===== config.mk =====
export PLATFORM = sky130hd
export DESIGN_NAME = muldiv_unit
export DESIGN_NICKNAME = d
export VERILOG_FILES = /design/src/rtl/muldiv_unit.sv
export SDC_FILE = /design/constraint.sdc
export NUM_CORES = 1
export LEC_CHECK = 0
export BUFFER_PORTS_ARGS = -buffer_cell sky130_fd_sc_hd__buf_2
export CORE_ASPECT_RATIO = 0.6
export CORE_UTILIZATION = 55
export DETAILED_ROUTE_END_ITERATION = 10
export PLACE_DENSITY = 0.75
export SYNTH_ARGS = -nofsm -noshare
export SYNTH_HDL_FRONTEND = slang
export SYNTH_SLANG_ARGS = --single-unit

===== constraint.sdc =====
create_clock -name clk -period 5.9 [get_ports clk]
set_input_delay 1.77 -clock clk [delete_from_list [all_inputs] [get_ports clk]]
set_output_delay 1.77 -clock clk [all_outputs]
set_load 0.005 [all_outputs]

===== src/rtl/muldiv_unit.sv =====
// Iterative radix-2 multiply/divide unit owning the HI/LO registers.
// One iteration per clock, flushable, with MTHI/MTLO writes while idle.
module muldiv_unit #(
  parameter int WIDTH = 32
) (
  input  logic             clk,
  input  logic             resetn,
  input  logic             start,
  input  logic [1:0]       op,
  input  logic [WIDTH-1:0] rs,
  input  logic [WIDTH-1:0] rt,
  input  logic             flush,
  input  logic             hi_we,
  input  logic             lo_we,
  input  logic [WIDTH-1:0] wdata,
  output logic             busy,
  output logic             done,
  output logic [WIDTH-1:0] hi,
  output logic [WIDTH-1:0] lo
);

  localparam int            CW   = (WIDTH > 2) ? $clog2(WIDTH) : 1;
  localparam logic [CW-1:0] LAST = CW'(WIDTH - 1);

  typedef enum logic [1:0] {IDLE, CALC, DONE} state_t;

  state_t               state_q, state_d;
  logic [CW-1:0]        cnt_q;
  logic                 is_div_q, neg_res_q, neg_rem_q;
  logic [WIDTH-1:0]     b_q;
  logic [2*WIDTH-1:0]   p_q, p_nx, prod_fix;
  logic [WIDTH:0]       msum, shifted, diff;
  logic [WIDTH-1:0]     a_mag, b_mag, quo, rem, res_hi, res_lo;
  logic                 is_signed, last_fire;

  assign is_signed = ~op[0];
  assign a_mag     = (is_signed && rs[WIDTH-1]) ? -rs : rs;
  assign b_mag     = (is_signed && rt[WIDTH-1]) ? -rt : rt;

  // p_q: {accumulator, multiplier} for multiply, {remainder, dividend/quotient} for divide
  always_comb begin
    msum    = {1'b0, p_q[2*WIDTH-1:WIDTH]} + {1'b0, {WIDTH{p_q[0]}} & b_q};
    shifted = {p_q[2*WIDTH-1:WIDTH], p_q[WIDTH-1]};
    diff    = shifted - {1'b0, b_q};
    if (!is_div_q)
      p_nx = {msum, p_q[WIDTH-1:1]};
    else if (!diff[WIDTH])
      p_nx = {diff[WIDTH-1:0], p_q[WIDTH-2:0], 1'b1};
    else
      p_nx = {shifted[WIDTH-1:0], p_q[WIDTH-2:0], 1'b0};
  end

  // Sign correction applied to the value the final iteration produces
  always_comb begin
    prod_fix = neg_res_q ? -p_nx : p_nx;
    quo      = neg_res_q ? -p_nx[WIDTH-1:0] : p_nx[WIDTH-1:0];
    rem      = neg_rem_q ? -p_nx[2*WIDTH-1:WIDTH] : p_nx[2*WIDTH-1:WIDTH];
    if (!is_div_q) begin
      res_hi = prod_fix[2*WIDTH-1:WIDTH];
      res_lo = prod_fix[WIDTH-1:0];
    end else if (b_q == '0) begin
      // remainder restores to the original rs; quotient forced to all ones
      res_hi = rem;
      res_lo = '1;
    end else begin
      res_hi = rem;
      res_lo = quo;
    end
  end

  always_comb begin
    state_d   = state_q;
    last_fire = 1'b0;
    case (state_q)
      IDLE: if (start) state_d = CALC;
      CALC: begin
        if (flush) state_d = IDLE;
        else if (cnt_q == LAST) begin
          state_d   = DONE;
          last_fire = 1'b1;
        end
      end
      DONE:    state_d = IDLE;
      default: state_d = IDLE;
    endcase
  end

  always_ff @(posedge clk or negedge resetn) begin
    if (!resetn) state_q <= IDLE;
    else         state_q <= state_d;
  end

  always_ff @(posedge clk or negedge resetn) begin
    if (!resetn) begin
      cnt_q     <= '0;
      is_div_q  <= 1'b0;
      neg_res_q <= 1'b0;
      neg_rem_q <= 1'b0;
      b_q       <= '0;
      p_q       <= '0;
    end else if (state_q == IDLE) begin
      if (start) begin
        cnt_q     <= '0;
        is_div_q  <= op[1];
        neg_res_q <= is_signed & (rs[WIDTH-1] ^ rt[WIDTH-1]);
        neg_rem_q <= is_signed & rs[WIDTH-1];
        b_q       <= op[1] ? b_mag : a_mag;
        p_q       <= {{WIDTH{1'b0}}, (op[1] ? a_mag : b_mag)};
      end
    end else if (state_q == CALC) begin
      cnt_q <= cnt_q + 1'b1;
      p_q   <= p_nx;
    end
  end

  always_ff @(posedge clk or negedge resetn) begin
    if (!resetn) begin
      hi <= '0;
      lo <= '0;
    end else if (state_q == IDLE) begin
      if (hi_we) hi <= wdata;
      if (lo_we) lo <= wdata;
    end else if (last_fire) begin
      hi <= res_hi;
      lo <= res_lo;
    end
  end

  assign busy = (state_q == CALC);
  assign done = (state_q == DONE);

endmodule


==> results of run 1 <==
## sequential cells by signal, summed over array words and instances, names as in the netlist
name,flops
neg_rem_q,1
hi,32
p_q,64
lo,32
b_q,32
cnt_q,5
is_div_q,1
neg_res_q,1
state_q,2
## path summary, 6_finish.rpt
check,start,to,slack [ns],cells past startpoint
worst max-delay path,p_q[0]$_DFFE_PN0P_,hi[29]$_DFFE_PN0P_,0.24,17
worst min-delay path,hi[9]$_DFFE_PN0P_,hi[9]$_DFFE_PN0P_,0.48,2
worst max register to register,p_q[0]$_DFFE_PN0P_,hi[29]$_DFFE_PN0P_,0.24,17
worst min register to register,hi[9]$_DFFE_PN0P_,hi[9]$_DFFE_PN0P_,0.48,2
max in group asynchronous,resetn,hi[30]$_DFFE_PN0P_,3.56,2
min in group asynchronous,resetn,b_q[6]$_DFFE_PN0P_,1.39,1
## per-layer routing
metal	vias up	track usage (%)	routed length, um
met4	8	14.4	2400
met3	214	23.9	14400
met2	1695	58.7	26500
li1	8337	-	-
met5	-	1.61	109
met1	9015	69.6	30300
## repair_timing
action                     4_1_cts  5_1_grt
setup endpoints to repair        0        2
hold endpoints to repair         0        0
resized for setup                0        2
## worst register-to-register path: stages, from the launching register on
cell and delay (ns):
dfrtp_1 0.74, and2_1 0.23, ha_1 0.28, fa_1 0.31, a21oi_1 0.10, o211a_1 0.32
or4_4 0.62, a2111oi_2 0.41, o21ai_0 0.30, o21ai_0 0.31, xor2_1 0.10, o22ai_1 0.29
buf_4 0.19, nand4_1 0.19, nor4b_2 0.57, a31oi_1 0.18, xnor2_1 0.18, o221a_2 0.25
## cell usage after synthesis (7+ instances only)
cell / number / share of area [%]
a221oi_1: 8 / 0.43
a31oi_1: 41 / 1.6
nor2_1: 230 / 5.3
buf_1: 16 / 0.37
nand4_1: 23 / 0.88
mux2i_1: 37 / 2.3
nor2b_1: 14 / 0.53
nand3_1: 42 / 1.3
clkbuf_1: 82 / 1.9
a21oi_1: 217 / 6.6
o31ai_1: 21 / 0.96
o21ai_0: 214 / 6.5
xor2_1: 65 / 3.5
ha_1: 70 / 5.3
o21a_1: 20 / 0.92
xnor2_1: 94 / 5.0
a41oi_1: 14 / 0.75
dfrtp_1: 170 / 26
nor4_1: 25 / 0.95
nand2_1: 273 / 6.3
and3_1: 14 / 0.53
and2_1: 45 / 1.7
a22o_1: 14 / 0.75
o211ai_1: 24 / 1.1
o221a_2: 7 / 0.48
nor3_1: 51 / 1.6
o22ai_1: 27 / 1.0
mux2_2: 7 / 0.48
a21o_1: 28 / 1.3
o22a_1: 12 / 0.64
buf_2: 19 / 0.58
nand2b_1: 14 / 0.53
o41ai_1: 7 / 0.37
or3_1: 23 / 0.88
a211oi_1: 24 / 1.1
inv_1: 71 / 1.6
## cell families (layout without fill, tap and decap cells)
logic type / after synthesis / after routing / share of synthesized area [%]
and+or+nand+nor: 802 / 802 / 23.1
buffers and inverters: 199 / 360 / 4.86
muxes: 44 / 44 / 2.74
xor gates and xnor gates: 159 / 159 / 8.50
adders and majority gates: 72 / 72 / 5.59
AOI/OAI and AO/OA: 760 / 760 / 29.3
DFF: 170 / 170 / 26.0
other: 0 / 3 / 0
## metrics by stage
| stage | setup slack (ns) | hold WS, ns | instances | cell area, um2 | total power, mW |
|---|---|---|---|---|---|
| 2_1_floorplan | 0.490 | 0.464 | 2206 | 16400 | 5.91 |
| 3_3_place_gp | 0.583 | 0.463 | 2735 | 17900 | 8.44 |
| 3_5_place_dp | 0.465 | 0.463 | 2735 | 17900 | 8.49 |
| 4_1_cts | 0.404 | 0.482 | 2767 | 18500 | 9.75 |
| 5_1_grt | 0.0761 | 0.518 | 2768 | 18500 | 10.6 |
| 6_report | 0.239 | 0.484 | 2770 | 18600 | 10.2 |
## report_power, final
part	leakage, nW	internal, mW	total, mW	switching [mW]
clock	0.304	0.590	1.24	0.651
combinational	5.56	2.40	6.95	4.55
sequential	2.02	1.54	2.02	0.488
## cell type report
cell class,instances,area share [%]
multi-input cells,1837,61.3
flip-flops and latches,170,23.0
repair buffers,253,8.06
well taps,400,2.70
clock buffers,17,2.29
inverters,75,1.52
clock inverters,15,1.11
diodes,3,0.0405
==> impl_metrics.env, run 1 <==
export IMPL_outcome="completed"
export IMPL_p_leak_nw=7.88
export IMPL_skew_ns=0.0235
export IMPL_synth_edf_count=0
export IMPL_initial_core_util_pct=56.5
export IMPL_crit_fanout=8
export IMPL_timing_critical_path_buf_inv=1
export IMPL_cpMostUsedCell="o21ai_0"
export IMPL_crit_family="compound AO/OA/AOI/OAI gates"
export IMPL_grt_pass1_vias=17000
export IMPL_finalHoldViolCount=0
export IMPL_nNetsFinal=2530
export IMPL_gp_congestion=1.05
export IMPL_path_cells="and2_1 > ha_1 > fa_1 > a21oi_1 > o211a_1 > or4_4 > a2111oi_2 > o21ai_0 > o21ai_0 > xor2_1 > o22ai_1 > buf_4 > nand4_1 > nor4b_2 > a31oi_1 > xnor2_1 > o221a_2"
export IMPL_grt_pass1_wl_um=107000
export IMPL_final_core_util_pct=63.9
export IMPL_antenna_left=0
export IMPL_slew_violations=0
export IMPL_cts_tree="built"
export IMPL_setup_viol=0
export IMPL_vdd_ir_drop_max_mv=0.280
export IMPL_ys_ff_latch=170
export IMPL_async_flop_share_pct=100
export IMPL_timing_final_crit_share_pct=95.9
export IMPL_max_freq_mhz=177
export IMPL_numCtsBuffers=17
export IMPL_critPathCaptureType="flip-flop"
export IMPL_tns_ns=0
export IMPL_grt_max_degree=96
export IMPL_cap_violations=0
export IMPL_layout_min_cycle_time_ns=5.66
export IMPL_power_density_nw_per_um2=551
export IMPL_syn_cell_area_um2=16400
export IMPL_start_kind="flip-flop"
export IMPL_numClockSinks=170
export IMPL_dieHeight_um=136
export IMPL_multi_input_comb_area_um2=11400
export IMPL_num_rows=48
export IMPL_final_common_cell="nand2_1"
export IMPL_core_um2=29000
export IMPL_worstPathRequired_ns=6.27
export IMPL_ios=170
export IMPL_synth_main_ff_cell="dfrtp_1"
export IMPL_syn_avg_cell_area_um2=7.43
export IMPL_syn_nets=2382
export IMPL_final_cell_mix="nand2_1, nor2_1, a21oi_1"
export IMPL_dr_pass1_iters=10
export IMPL_fill_cells=2564
export IMPL_wl_per_cell_um=26.6
export IMPL_dp_hpwl_um=57800
export IMPL_cts_setup_buffers=0
export IMPL_grt_usage_pct=47.6
export IMPL_layout_drive_gt1_share_pct=14.6
export IMPL_clk_latency_ns=0.48
export IMPL_first_iter_violations=3505
export IMPL_ys_seq_area_share_pct=26.0
export IMPL_yosysWarnings=0
export IMPL_max_stage_delay_ns=0.74
export IMPL_slew_headroom_pct=3.22
export IMPL_htree_levels=4
export IMPL_cpMaxStageDelayCell="dfrtp_1"
export IMPL_syn_inst=2206
export IMPL_root_buffer="clkbuf_16"
export IMPL_drc_errors=0
export IMPL_critical_path_class="flip-flop to flip-flop"
export IMPL_port_buffers=169
export IMPL_tightest_slew_ns=1.44
export IMPL_antenna_found_initial=5
export IMPL_dieArea_um2=30500
export IMPL_hp_class="flip-flop to flip-flop"
export IMPL_die_w_um=225
export IMPL_hold_buffers=0
export IMPL_ff_latch_area_um2=4260
export IMPL_path_clk_slew_ns=0.08
export IMPL_vias_per_cell=6.96
export IMPL_synth_cell_types=97
export IMPL_routed_wirelength_um=73700
export IMPL_gr_total_overflow=0
export IMPL_synthToLayoutAreaGrowth_pct=13.2
export IMPL_clock_path_buffers=2
export IMPL_worstPathArrival_ns=6.03
export IMPL_rsz0062_at_grt="no"
export IMPL_route_vias_total=19300
No activity file was read; power rests on OpenSTA's default activity.
==> inputs of run 2 (changes only) <==
--- a/config.mk
+++ b/config.mk
@@ -5,11 +5,11 @@
 export SDC_FILE = /design/constraint.sdc
 export NUM_CORES = 1
 export LEC_CHECK = 0
+export ABC_AREA = 1
 export BUFFER_PORTS_ARGS = -buffer_cell sky130_fd_sc_hd__buf_2
 export CORE_ASPECT_RATIO = 0.6
-export CORE_UTILIZATION = 55
+export CORE_UTILIZATION = 42
 export DETAILED_ROUTE_END_ITERATION = 10
-export PLACE_DENSITY = 0.75
 export SYNTH_ARGS = -nofsm -noshare
 export SYNTH_HDL_FRONTEND = slang
 export SYNTH_SLANG_ARGS = --single-unit
==> run 2 against run 1 <==
Compared with the run above:
- setup slack better by 0.71 ns
- global-route usage down 7.5 points
- die area up 42%
- worst hold slack better by 0.027 ns
- synthesized cell count up 34%
- clock power down 6%
- maximum frequency up 14%
- via count up 11%
- largest cell class unchanged
- clock skew down 0.0030 ns
==> impl_metrics.env, run 2 <==
export IMPL_first_iter_violations=3275
export IMPL_synth_top_area_share_pct=23.8
export IMPL_async_flop_share_pct=100
export IMPL_clk_latency_ns=0.47
export IMPL_hold_buffers=0
export IMPL_antenna_found_initial=2
export IMPL_critical_path_class="flip-flop to flip-flop"
export IMPL_tns_ns=0
export IMPL_diodes=0
export IMPL_ys_ff_latch=170
export IMPL_worstPathRequired_ns=6.30
export IMPL_syn_avg_cell_area_um2=6.04
export IMPL_p_leak_nw=10.1
export IMPL_syn_cell_area_um2=17900
export IMPL_drc_errors=0
export IMPL_nNetsFinal=3252
export IMPL_cap_violations=0
export IMPL_final_cell_mix="nand2_1, inv_1, nor2_1"
export IMPL_largest_reg_flops=64
export IMPL_synth_common_cells="nand2_1, inv_1, nor2_1, nand3_1, a21oi_1"
export IMPL_numClockSinks=170
export IMPL_timing_final_crit_share_pct=83.9
export IMPL_synthToLayoutAreaGrowth_pct=10.7
export IMPL_fin_cells=3659
export IMPL_skew_ns=0.0205
export IMPL_max_freq_mhz=202
export IMPL_core_um2=41900
export IMPL_hp_class="flip-flop to flip-flop"
export IMPL_route_vias_total=21500
export IMPL_slew_headroom_pct=23.6
export IMPL_worstPathArrival_ns=5.35
export IMPL_tightest_slew_ns=1.15
export IMPL_final_core_util_pct=47.2
export IMPL_routed_wirelength_um=88500
export IMPL_grt_usage_pct=40.1
export IMPL_final_common_cell="nand2_1"
export IMPL_rsz0062_at_grt="no"
export IMPL_initial_core_util_pct=42.6
export IMPL_yosysWarnings=0
export IMPL_max_stage_delay_ns=0.62
export IMPL_crit_fanout=36
export IMPL_ys_seq_area_share_pct=23.8
export IMPL_regMostFlops="p_q"
export IMPL_yosysMostFrequentCell="nand2_1"
export IMPL_dieHeight_um=162
export IMPL_clock_path_buffers=2
export IMPL_synth_edf_count=0
export IMPL_path_clk_slew_ns=0.09
export IMPL_ys_top_cells_by_area="dfrtp_1, nand2_1, inv_1"
export IMPL_htree_levels=4
export IMPL_dieArea_um2=43400
export IMPL_design_area_um2=19800
export IMPL_setup_viol=0
export IMPL_grt_pass1_wl_um=126000
export IMPL_dp_hpwl_um=73300
export IMPL_syn_nets=3135
export IMPL_cpMaxStageDelayCell="dfrtp_1"
export IMPL_synth_cell_types=62
export IMPL_slew_violations=0
export IMPL_vdd_ir_drop_max_mv=0.323
export IMPL_gr_total_overflow=0
export IMPL_layout_min_cycle_time_ns=4.95
export IMPL_finalHoldViolCount=0
export IMPL_grt_max_degree=105
export IMPL_root_buffer="clkbuf_16"
export IMPL_port_buffers=169
export IMPL_dr_pass1_iters=6
export IMPL_critPathCaptureType="flip-flop"
export IMPL_numCtsBuffers=17
export IMPL_cts_tree="built"
export IMPL_outcome="completed"
export IMPL_power_density_nw_per_um2=625
export IMPL_antenna_left=0
export IMPL_placed_cells=3627
export IMPL_ios=170
export IMPL_cts_setup_buffers=0
export IMPL_start_kind="flip-flop"
export IMPL_synth_top_cell_by_area="dfrtp_1"
export IMPL_power_mw=12.4
export IMPL_num_rows=58
export IMPL_placed_cell_area_um2=19200
export IMPL_syn_inst=2959
export IMPL_wl_per_cell_um=24.2
export IMPL_die_w_um=268
export IMPL_cpMostUsedCell="nand2_4"
export IMPL_vias_per_cell=5.86
export IMPL_synth_main_ff_cell="dfrtp_1"
export IMPL_layout_drive_gt1_share_pct=11.1
export IMPL_gp_congestion=1.09
export IMPL_grt_pass1_vias=18800
export IMPL_ctsResizeCount=0
-- run 2: cell count changes after synthesis, sizes merged, moves of 53 or more --
cell	change
nand2	+602
nand3	+205
nor2	+103
xnor2	-61
o21ai	-53
inv	+366
-- run 2: kinds of logic (layout without fill, tap and decap cells) --
| family | Yosys count | count (layout) | share of synthesized area, % |
|---|---|---|---|
| flops | 170 | 170 | 23.8 |
| simple gates | 1584 | 1584 | 38.5 |
| compound gates | 522 | 522 | 17.1 |
| buf+inv | 537 | 667 | 11.9 |
| fa+ha+maj | 72 | 72 | 5.12 |
| xor+xnor | 74 | 74 | 3.62 |
-- run 2: path summary, 6_finish.rpt --
kind                                       startpoint                    end  slack, ns  cells past startpoint
worst max-delay path              b_q[15]$_DFFE_PN0P_     hi[14]$_DFFE_PN0P_       0.95                     32
worst min-delay path            neg_rem_q$_DFFE_PN0P_  neg_rem_q$_DFFE_PN0P_       0.51                      2
worst max register to register    b_q[15]$_DFFE_PN0P_     hi[14]$_DFFE_PN0P_       0.95                     32
worst min register to register  neg_rem_q$_DFFE_PN0P_  neg_rem_q$_DFFE_PN0P_       0.51                      2
max in group asynchronous                      resetn   is_div_q$_DFFE_PN0P_       3.46                      2
min in group asynchronous                      resetn     hi[12]$_DFFE_PN0P_       1.32                      1
-- run 2: layout make-up --
type / count / area, um2
multi-input cells: 2252 / 11500
repair buffers: 194 / 1050
inverters: 441 / 1660
flip-flops and latches: 170 / 4260
well taps: 570 / 713
fillers: 4589 / 22200
clock buffers: 18 / 439
clock inverters: 14 / 149
-- run 2: layer usage --
layer / track usage [%] / vias up / routed length [um]
met5: 0 / - / 11
met2: 49.6 / 1429 / 31900
met1: 64.0 / 10100 / 42200
met3: 14.4 / 83 / 13100
met4: 7.41 / 2 / 1370
li1: - / 9847 / -
-- run 2: critical path: cells and delay by family (launching register included) --
family	cells	cell delay (ns)
fa+ha+maj	2	0.56
simple gates	23	2.89
flops	1	0.62
compound gates	2	0.37
buf+inv	5	0.42
-- run 2: report_power, final --
group	total (mW)	internal (mW)	leakage (nW)	switching, mW
Sequential	2.19	1.59	2.03	0.594
Combinational	9.02	2.41	7.77	6.61
Clock	1.17	0.578	0.287	0.592
-- run 2: metrics by stage --
step	hold slack, ns	setup slack (ns)
2_1_floorplan	0.470	1.98
3_3_place_gp	0.472	0.861
3_5_place_dp	0.483	0.826
4_1_cts	0.500	1.06
5_1_grt	0.524	0.561
6_report	0.511	0.947
